**src/rtl/spi_byte_master.sv**
```systemverilog
// SPI mode-0 byte engine: shifts one byte out on MOSI (MSB first) while
// shifting one byte in from MISO, with a per-byte programmable half-period.
module spi_byte_master #(
  parameter logic MOSI_IDLE = 1'b1
) (
  input  logic        sys_clk,
  input  logic        rst,
  input  logic        nCS_ctrl,
  input  logic [15:0] clk_div,
  input  logic        wr_req,
  input  logic [7:0]  data_in,
  output logic        wr_ack,
  output logic [7:0]  data_out,
  output logic        DCLK,
  output logic        MOSI,
  input  logic        MISO,
  output logic        nCS
);

  localparam int unsigned DIV_W     = 16;
  localparam int unsigned BYTE_W    = 8;
  localparam int unsigned EDGE_W    = 5;
  localparam int unsigned LAST_EDGE = 15;

  typedef enum logic [1:0] {
    IDLE  = 2'd0,
    SHIFT = 2'd1,
    ACK   = 2'd2,
    GAP   = 2'd3
  } state_t;

  state_t              state_q;
  state_t              state_d;
  logic [DIV_W-1:0]    div_q;
  logic [DIV_W-1:0]    div_cnt;
  logic [EDGE_W-1:0]   edge_cnt;
  logic [BYTE_W-1:0]   tx_shift;
  logic [BYTE_W-1:0]   rx_shift;
  logic                accept_c;
  logic                tick_c;
  logic                last_c;

  // State register
  always_ff @(posedge sys_clk or negedge rst) begin
    if (!rst) begin
      state_q <= IDLE;
    end else begin
      state_q <= state_d;
    end
  end

  // Next-state decode plus the per-cycle strobes the datapath acts on
  always_comb begin
    state_d  = state_q;
    accept_c = 1'b0;
    tick_c   = 1'b0;
    last_c   = 1'b0;
    case (state_q)
      IDLE: begin
        if (wr_req) begin
          accept_c = 1'b1;
          state_d  = SHIFT;
        end
      end
      SHIFT: begin
        tick_c = (div_cnt == div_q);
        if (tick_c && DCLK && (edge_cnt == EDGE_W'(LAST_EDGE))) begin
          last_c  = 1'b1;
          state_d = ACK;
        end
      end
      ACK:     state_d = GAP;
      GAP:     state_d = IDLE;
      default: state_d = IDLE;
    endcase
  end

  // Shift datapath, SPI clock generation and completion handshake
  always_ff @(posedge sys_clk or negedge rst) begin
    if (!rst) begin
      div_q    <= '0;
      div_cnt  <= '0;
      edge_cnt <= '0;
      tx_shift <= '0;
      rx_shift <= '0;
      DCLK     <= 1'b0;
      MOSI     <= MOSI_IDLE;
      wr_ack   <= 1'b0;
      data_out <= '0;
    end else begin
      wr_ack <= last_c;
      if (last_c) begin
        data_out <= rx_shift;
      end
      if (accept_c) begin
        tx_shift <= data_in;
        div_q    <= clk_div;
        MOSI     <= data_in[BYTE_W-1];
        div_cnt  <= '0;
        edge_cnt <= '0;
        DCLK     <= 1'b0;
      end else if (state_q == SHIFT) begin
        if (tick_c) begin
          div_cnt  <= '0;
          DCLK     <= ~DCLK;
          edge_cnt <= edge_cnt + EDGE_W'(1);
          if (!DCLK) begin
            // Rising toggle: capture the card's bit on this same edge
            rx_shift <= {rx_shift[BYTE_W-2:0], MISO};
          end else if (last_c) begin
            MOSI <= MOSI_IDLE;
          end else begin
            // Falling toggle: present the next bit well ahead of the rise
            tx_shift <= {tx_shift[BYTE_W-2:0], 1'b0};
            MOSI     <= tx_shift[BYTE_W-2];
          end
        end else begin
          div_cnt <= div_cnt + DIV_W'(1);
        end
      end else if (state_q == IDLE) begin
        MOSI <= MOSI_IDLE;
        DCLK <= 1'b0;
      end
    end
  end

  // Chip select is a plain one-cycle retime, independent of the FSM
  always_ff @(posedge sys_clk or negedge rst) begin
    if (!rst) begin
      nCS <= 1'b1;
    end else begin
      nCS <= nCS_ctrl;
    end
  end

endmodule

```
**config.mk**
```make
export PLATFORM = sky130hd
export DESIGN_NAME = spi_byte_master
export DESIGN_NICKNAME = d
export VERILOG_FILES = /design/src/rtl/spi_byte_master.sv
export SDC_FILE = /design/constraint.sdc
export NUM_CORES = 1
export LEC_CHECK = 0
export CORE_ASPECT_RATIO = 0.8
export CORE_MARGIN = 5
export CORE_UTILIZATION = 30
export CTS_CLUSTER_DIAMETER = 50
export DETAILED_ROUTE_END_ITERATION = 10
export SYNTH_ARGS = -nofsm -noshare
export SYNTH_HDL_FRONTEND = slang
export SYNTH_SLANG_ARGS = --single-unit
```
**constraint.sdc**
```tcl
create_clock -name sys_clk -period 2.51 [get_ports sys_clk]
set_input_delay 0.502 -clock sys_clk [delete_from_list [all_inputs] [get_ports sys_clk]]
set_output_delay 0.502 -clock sys_clk [all_outputs]
set_load 0.02 [all_outputs]
```
==> impl_metrics.toml, run 1 <==
[power]
power.switching_uw = 482
p_per_area_mw_per_mm2 = 608
p_clk_share_pct = 54.2
internal-power_mw = 2.00
p_sw_share_pct = 19.4
ir_drop_mv = 0.301
pwr-share-comb_pct = 2.9
p_leak_nw = 1.77
seqPwrFrac_pct = 42.9
fin_total_pwr_mw = 2.48

[yosys]
synth-seq-area-share_pct = 52.0
synth_edf_count = 0
synthCells = 317
synth_xor_area_share_pct = 6.06
yosysTopAreaCell = "dfrtp_1"
synth_top_family_by_area = "simple AND/OR/NAND/NOR gates"
synth_ff_type = "dfrtp_1"
synth-simple-area-share_pct = 19.7
ys_ff_latch = 66
synthAdderAreaFrac_pct = 2.75
ys_warn_count = 0
synthMuxAreaShare_pct = 8.85
synth_compound_area_share_pct = 7.48
netlist_area_mm2 = 0.00318
synth_fp_nets = 353
async_reset_ff_share_pct = 100
synthDistinctLibCells = 39
syn_area_per_cell_um2 = 10.0
yosysTopAreaCellShare_pct = 50.4
synth_area_leaders = "dfrtp_1, nand2_1, mux2_2"

[timing]
max_slew.worst_pin.slew_ps = 797
max_freq_ghz = 0.448
hold_slack_ps = 172
rsz0062_at_grt = "no"
slew_viol_final = 0
setup_tns_ps = 0
fin_crit_sh_pct = 88.9
slew_headroom_pct = 46.7
finalHoldViolations = 0
skew_ps = 5.57
finalCriticalPeriod_ps = 2230
finalSetupViolCount = 0

[cells_and_area]
n_fill_cell = 1059
final_cells = 507
fin_area_mm2 = 0.00409
layout-drive-gt1-share_pct = 12.8
nets = 398
area_delta_synth_final_pct = 28.5
diodes = 0

[route]
detail-route-antenna-nets = 0
vias = 2315
drc = 0
first_iter_violations = 190
wl_per_cell_um = 13.4
drt_pre_antenna_iters = 4
viasPerCell = 4.57
drt_wl_total_mm = 6.78

[critical_path]
path_class = "reg2reg"
cp-end-kind = "register"
worstPathCellList = "xnor2_1, nand4_1, nor4_4, and2_1, nand2_2, mux2_2"
slowest_stage = "nor4_4"
cp.required_ps = 2720
r2r_cells = 6
r2r_start = "div_cnt[8]"
rr_endpoint = "rx_shift[3]"
cp-start-kind = "register"
critPathMaxStageDelay_ps = 470
path_max_fanout = 8
crit_start = "div_cnt[8]"
r2r_slack_ps = 280
arrival_ps = 2440

[clock_network]
cts_hold_buf = 0
clockBufferDepth = 2
post-cts-setup-buffers = 0
cts-root-buf = "clkbuf_16"
clkLatencyLatePin_ps = 330
cts_buffers = 9
post_cts_resized = 0
clkSinkCount = 66
cts_max_level = 3
path_clk_slew_ps = 50
tritoncts = "yes"

[floorplan]
die_area_mm2 = 0.0128
start_util_pct = 30.8
die_h_um = 102
io_pins = 41
die_w_um = 125
num_rows = 33
core_area_mm2 = 0.0103

[placed_design]
dpl.hpwl_mm = 4.77
port_buffers = 40
dpl_cell_area_mm2 = 0.00376
gp_congestion = 0.847
dpl.cell_count = 491

[global_route]
grt_start_max_net_pins = 67
antenna_found_initial = 0
use_met2_pct = 16.9
overflow = 0
grtUsageMet3_pct = 4.02
track_usage_pct = 11.5
busiest_layer = "met2"
first_global_vias = 2409
grt_pass1_wl_mm = 11.8
grtUsageMet1_pct = 15.9

[status]
status = "completed"

[flow_run]
timing.max_cap.violations = 0

[hold_path]
hp-class = "in2async"
==> logic make-up (layout without fill, tap and decap cells) <==
| kind of cell | after synthesis | after routing |
|---|---|---|
| compound gates | 41 | 41 |
| xor+xnor | 22 | 22 |
| fa+ha+maj | 7 | 7 |
| buf+inv | 24 | 74 |
| flops | 66 | 66 |
| mux | 26 | 26 |
| simple gates | 131 | 131 |
==> stage by stage <==
| stage | utilization, % | setup WS (ps) |
|---|---|---|
| 2_1_floorplan | - | 590 |
| 3_3_place_gp | 36.5 | 282 |
| 3_5_place_dp | 36.5 | 261 |
| 4_1_cts | 39.6 | 281 |
| 5_1_grt | 39.6 | 113 |
| 6_report | 39.6 | 280 |
==> worst max path at each step <==
| stage | end | slack [ps] |
|---|---|---|
| 6_report | rx_shift[3] | 280 |
| 5_1_grt | rx_shift[1] | 110 |
| 4_1_cts | data_out[1] | 280 |
| 3_5_place_dp | div_cnt[2] | 260 |
| 3_3_place_gp | rx_shift[0] | 280 |
| 2_1_floorplan | data_out[0] | 590 |
==> state kept, by name (all words and copies together), names as in the netlist <==
| register | cells |
|---|---|
| data_out | 8 |
| div_cnt | 16 |
| state_q | 2 |
| div_q | 16 |
| DCLK | 1 |
| nCS | 1 |
| rx_shift | 8 |
| edge_cnt | 5 |
| MOSI | 1 |
| tx_shift | 7 |
| wr_ack | 1 |
==> cells in the mapped netlist (3+ instances only) <==
cell type / instances
mux2i_1: 9
o21ai_0: 15
xor2_1: 3
inv_1: 9
or3_1: 3
nor2_1: 22
nor3_1: 3
a21oi_1: 16
nand2_1: 65
and2_1: 6
nand3_1: 10
nand4_1: 6
xnor2_1: 19
clkbuf_1: 11
mux2_2: 17
and3_1: 4
ha_1: 7
dfrtp_1: 64
==> cells in the final DEF, fill, tap and decap left out, drive strengths merged, types with 4 or more instances in the layout <==
cell type / count
a21oi: 16
and2: 6
and3: 4
buf: 10
clkbuf: 11
clkdlybuf4s50: 39
dfrtp: 64
ha: 7
inv: 9
mux2: 17
mux2i: 9
nand2: 66
nand3: 11
nand4: 6
nor2: 22
o21ai: 15
xnor2: 19
==> critical path: cells and delay by family (launching register included) <==
kind | cells | cell delay (ps)
muxes | 1 | 320
and+or+nand+nor | 4 | 1150
xor gates and xnor gates | 1 | 180
DFF | 1 | 460
==> final cells by class <==
type	instances	area, µm²	share of cell area (%)
sequential	66	1650	40.5
multi-input combinational	227	1430	34.9
timing repair buffer	49	475	11.6
clock buffer	11	243	5.94
tap	140	175	4.29
clock inverter	5	77.6	1.90
inverter	9	33.8	0.827
==> metal layers <==
| layer | vias up | wire length, µm |
|---|---|---|
| li1 | 1161 | - |
| met1 | 1109 | 3630 |
| met2 | 38 | 2850 |
| met3 | 7 | 203 |
| met4 | 0 | 91 |
| met5 | - | 0 |
==> power by group through the flow <==
stage          registers, mW  logic [mW]  clock network (mW)
6_report                1.07      0.0715                1.35
2_1_floorplan           1.09     0.00135                   0
4_1_cts                 1.07      0.0744                1.38
3_5_place_dp            1.09      0.0736                   0
3_3_place_gp            1.08      0.0732                   0
5_1_grt                 1.07      0.0805                1.43
Power figures use the tool's default switching activity.
==> run 2, diff against run 1 <==
clock period = 2.1 ns   (was 2.51 ns; I/O delays follow)
==> run 2 against run 1 <==
Wire length increased by 10%. Final cell count increased by 5.3%. Critical endpoint is now div_cnt[4]. Die area unchanged. Power increased by 16%. Sequential power increased by 19%. Flip-flop and latch count unchanged. Largest cell class unchanged. Maximum frequency increased by 8.7%. Global-route usage increased by 0.67 points. Via count increased by 6.8%. Worst setup slack got worse by 230 ps. Clock skew increased by 3.6 ps.
==> impl_metrics.toml, run 2 (synthesis results as in run 1) <==
[cells_and_area]
diodes = 0
layout-drive-gt1-share_pct = 20.8
multiInputGateArea_mm2 = 0.00146
seqCellArea_mm2 = 0.00166
final_cells = 534
nets = 425
n_fill_cell = 1039
fin_area_mm2 = 0.00431
area_delta_synth_final_pct = 35.4
layout_common_cells = "nand2_1, dfrtp_1, clkdlybuf4s50_1, buf_4, nor2_1"
final_common_cell = "nand2_1"
largestRegisters = "div_cnt x16, div_q x16"

[timing]
setup_slack_ps = 49.0
fin_crit_sh_pct = 97.7
rsz0062_at_grt = "yes"
skew_ps = 9.21
finalHoldViolations = 0
hold_slack_ps = 36.4
max_slew.worst_pin.slew_ps = 824
finalSetupViolCount = 0
max_freq_ghz = 0.488
slew_headroom_pct = 44.9
slew_viol_final = 0
finalCriticalPeriod_ps = 2050

[floorplan]
core_area_mm2 = 0.0103
die_w_um = 125
io_pins = 41
die_area_mm2 = 0.0128
num_rows = 33
die_h_um = 102
start_util_pct = 30.8

[clock_network]
clkSinkCount = 66
clockBufferDepth = 2
tritoncts = "yes"
cts_buffers = 9
cts-root-buf = "clkbuf_16"
clkLatencyLatePin_ps = 330
cts_hold_buf = 0
path_clk_slew_ps = 50
cts_max_level = 3

[hold_path]
hp-class = "in2async"

[placed_design]
dpl_cell_area_mm2 = 0.00391
port_buffers = 40
dpl.hpwl_mm = 5.17
gp_congestion = 0.819
dpl.cell_count = 510
preCtsSetupSlack_ps = -7.24

[power]
p_per_area_mw_per_mm2 = 670
ir_drop_mv = 0.285
p_leak_nw = 1.91
fin_total_pwr_mw = 2.89

[global_route]
first_global_vias = 2536
grt_start_max_net_pins = 29
antenna_found_initial = 0
grt_pass1_wl_mm = 12.5
track_usage_pct = 12.2
overflow = 0

[status]
status = "completed"

[route]
drt_wl_total_mm = 7.48
drc = 0
vias = 2472
wl_per_cell_um = 14.0
first_iter_violations = 148
drt_pre_antenna_iters = 4
detail-route-antenna-nets = 0
viasPerCell = 4.63

[critical_path]
arrival_ps = 2290
cp.required_ps = 2340
path_max_fanout = 12
cp-end-kind = "register"
path_class = "reg2reg"
cp-start-kind = "register"

[flow_run]
timing.max_cap.violations = 0
-- run 2: stage by stage --
| step | TNS [ps] | util, % |
|---|---|---|
| global placement | -62.7 | 37.9 |
| finish | 0 | 41.7 |
| CTS | 0 | 41.0 |
| detailed placement | -11.8 | 37.9 |
| global route | -127 | 41.7 |
| floorplan | 0 | - |
-- run 2: where the power goes --
part / switching [mW] / internal (mW) / total (mW)
logic: 0.0363 / 0.0525 / 0.0888
registers: 0.000255 / 1.27 / 1.27
clock network: 0.543 / 0.980 / 1.52
-- run 2: final timing paths --
kind | start | end | cells past startpoint | slack (ps)
max in group asynchronous | rst | div_cnt[12] | 2 | 1390
min in group sys_clk | nCS_ctrl | nCS | 1 | 500
max | state_q[0] | div_cnt[4] | 6 | 50
min reg2reg | data_out[6] | data_out[6] | 1 | 500
min | rst | data_out[3] | 1 | 40
max reg2reg | state_q[0] | div_cnt[4] | 6 | 50
-- run 2: cell type report --
class                      instances  area share, %
multi-input combinational        227           33.8
timing repair buffer              76           15.8
clock buffer                      13           6.04
sequential                        66           38.5
tap                              140           4.07
clock inverter                     3          0.930
inverter                           9          0.785
-- run 2: metal layers --
layer / vias up / global-route usage (%) / share of wire (%)
met4: 0 / 5.83 / 1.7
met5: - / 0 / 0
met2: 50 / 17.8 / 43
met1: 1191 / 17.0 / 51
met3: 10 / 3.24 / 4.2
li1: 1221 / - / -
-- run 2: repair_timing --
item                                   4_1_cts  5_1_grt
setup endpoints to repair                    6       35
pin swaps                                    4       14
resized for setup                            1       10
endpoints found under the hold margin        0        0
buffers inserted                             3        5
-- run 2: worst max-delay path: stages, from the launching register on --
cell and delay (ps):
dfrtp_1 360, inv_1 90, ha_1 260, and2_1 230, nor2_1 640, o21ai_0 260, o21ai_0 120
==> run 3, diff against run 2 <==
DONT_BUFFER_PORTS = 1   (was unset)
==> run 3 against run 2 <==
Die area unchanged. Core utilization shrank 3.3 points. Register-to-register slack got worse by 30 ps. Flip-flop and latch count did not move. Power is 0.19% higher. Global-route usage decreased by 0.12 points. Sequential power hardly changed.
==> impl_metrics.toml, run 3 (synthesis results as in run 1) <==
[placed_design]
gp_congestion = 0.782
port_buffers = 0
preCtsSetupSlack_ps = -154
dpl.cell_count = 473
dpl.hpwl_mm = 4.91

[floorplan]
core_area_mm2 = 0.0103
num_rows = 33
die_w_um = 125
io_pins = 41
start_util_pct = 30.8
die_area_mm2 = 0.0128
die_h_um = 102

[cells_and_area]
nets = 387
largestRegisters = "div_cnt x16, div_q x16"
diodes = 0
final_common_cell = "nand2_1"
n_fill_cell = 1030
layout_common_cells = "nand2_1, dfrtp_1, buf_4, nor2_1"
final_util_pct = 38.4
multiInputGateArea_mm2 = 0.00147
area_delta_synth_final_pct = 24.6
final_cells = 495
seqCellArea_mm2 = 0.00165
layout-drive-gt1-share_pct = 23.1

[power]
ir_drop_mv = 0.307
p_leak_nw = 1.81
p_per_area_mw_per_mm2 = 730

[global_route]
antenna_found_initial = 0
track_usage_pct = 12.1
first_global_vias = 2434
grt_start_max_net_pins = 67
overflow = 0
grt_pass1_wl_mm = 12.2

[timing]
skew_ps = 6.18
finalSetupViolCount = 0
slew_viol_final = 0
finalHoldViolations = 0
slew_headroom_pct = 55.1
max_slew.worst_pin.slew_ps = 670
setup_slack_ps = 16.1
rsz0062_at_grt = "yes"
max_freq_ghz = 0.480
fin_crit_sh_pct = 99.2
finalCriticalPeriod_ps = 2080

[clock_network]
cts_max_level = 3
clkSinkCount = 66
clockBufferDepth = 2
path_clk_slew_ps = 50
clkLatencyLatePin_ps = 340
cts-root-buf = "clkbuf_16"
tritoncts = "yes"
cts_buffers = 9

[route]
drc = 0
vias = 2352
wl_per_cell_um = 14.7
first_iter_violations = 155
drt_pre_antenna_iters = 4
viasPerCell = 4.75
detail-route-antenna-nets = 0
drt_wl_total_mm = 7.28

[critical_path]
r2r_slack_ps = 20
arrival_ps = 2300
cp-start-kind = "register"
cp.required_ps = 2320
r2r_cells = 7
r2r_start = "div_q[15]"
rr_endpoint = "data_out[7]"
path_class = "reg2reg"
path_max_fanout = 8
cp-end-kind = "register"
crit_start = "div_q[15]"

[flow_run]
timing.max_cap.violations = 0

[hold_path]
min_from = "nCS_ctrl"
min_to = "nCS"
hp-class = "in2reg"
whs_path_depth = 0

[status]
status = "completed"
-- run 3: critical path, stage by stage (launching register included) --
cell and delay [ps]:
dfrtp_1 400, xnor2_2 180, nand4_1 180, nor4_4 390, buf_6 170, and2_4 190
nand3_4 140, mux2_2 300
-- run 3: worst max path at each step --
stage                   to  slack [ps]
6_report       data_out[7]          20
3_5_place_dp    div_cnt[4]        -150
4_1_cts        tx_shift[4]         -20
3_3_place_gp   rx_shift[7]         -60
2_1_floorplan  data_out[0]         180
5_1_grt        data_out[7]         -90
-- run 3: layer usage --
| layer | part of all wire [%] | track usage [%] | wire length [µm] | up-vias |
|---|---|---|---|---|
| met1 | 49 | 16.2 | 3590 | 1148 |
| met4 | 1.8 | 4.75 | 130 | 0 |
| met2 | 45 | 18.8 | 3270 | 51 |
| li1 | - | - | - | 1142 |
| met5 | 0 | 0 | 0 | - |
| met3 | 4.0 | 3.29 | 290 | 11 |
-- run 3: per-stage QoR --
step / power (mW) / cell area, µm² / hold slack [ps] / TNS, ps
floorplan: 1.30 / 3180 / 124 / 0
global placement: 1.30 / 3520 / 126 / -1130
detailed placement: 1.30 / 3520 / 126 / -2630
CTS: 2.93 / 3910 / 75.5 / -18.9
global route: 2.98 / 3960 / 68.9 / -1400
finish: 2.89 / 3960 / 80.9 / 0
-- run 3: power breakdown --
part	total, mW	switching (mW)	internal (mW)	leakage (nW)
Sequential	1.28	0.00161	1.27	0.802
Combinational	0.0337	0.0263	0.00744	0.857
Clock	1.58	0.557	1.02	0.151
-- run 3: repair_timing --
item	in CTS	in global routing
pin swaps	5	9
endpoints found under the hold margin	66	0
hold buffers	2	0
setup buffers	2	4
endpoints found under the setup margin	34	44
gates resized for setup	7	13
-- run 3: final cells by class --
type                            instances  share of cell area (%)
Sequential cell                        66                    41.8
Clock buffer                            9                    5.69
Timing Repair Buffer                   38                    8.15
Inverter                                9                   0.853
Clock inverter                          6                    2.09
Tap cell                              140                    4.42
Multi-Input combinational cell        227                    37.0
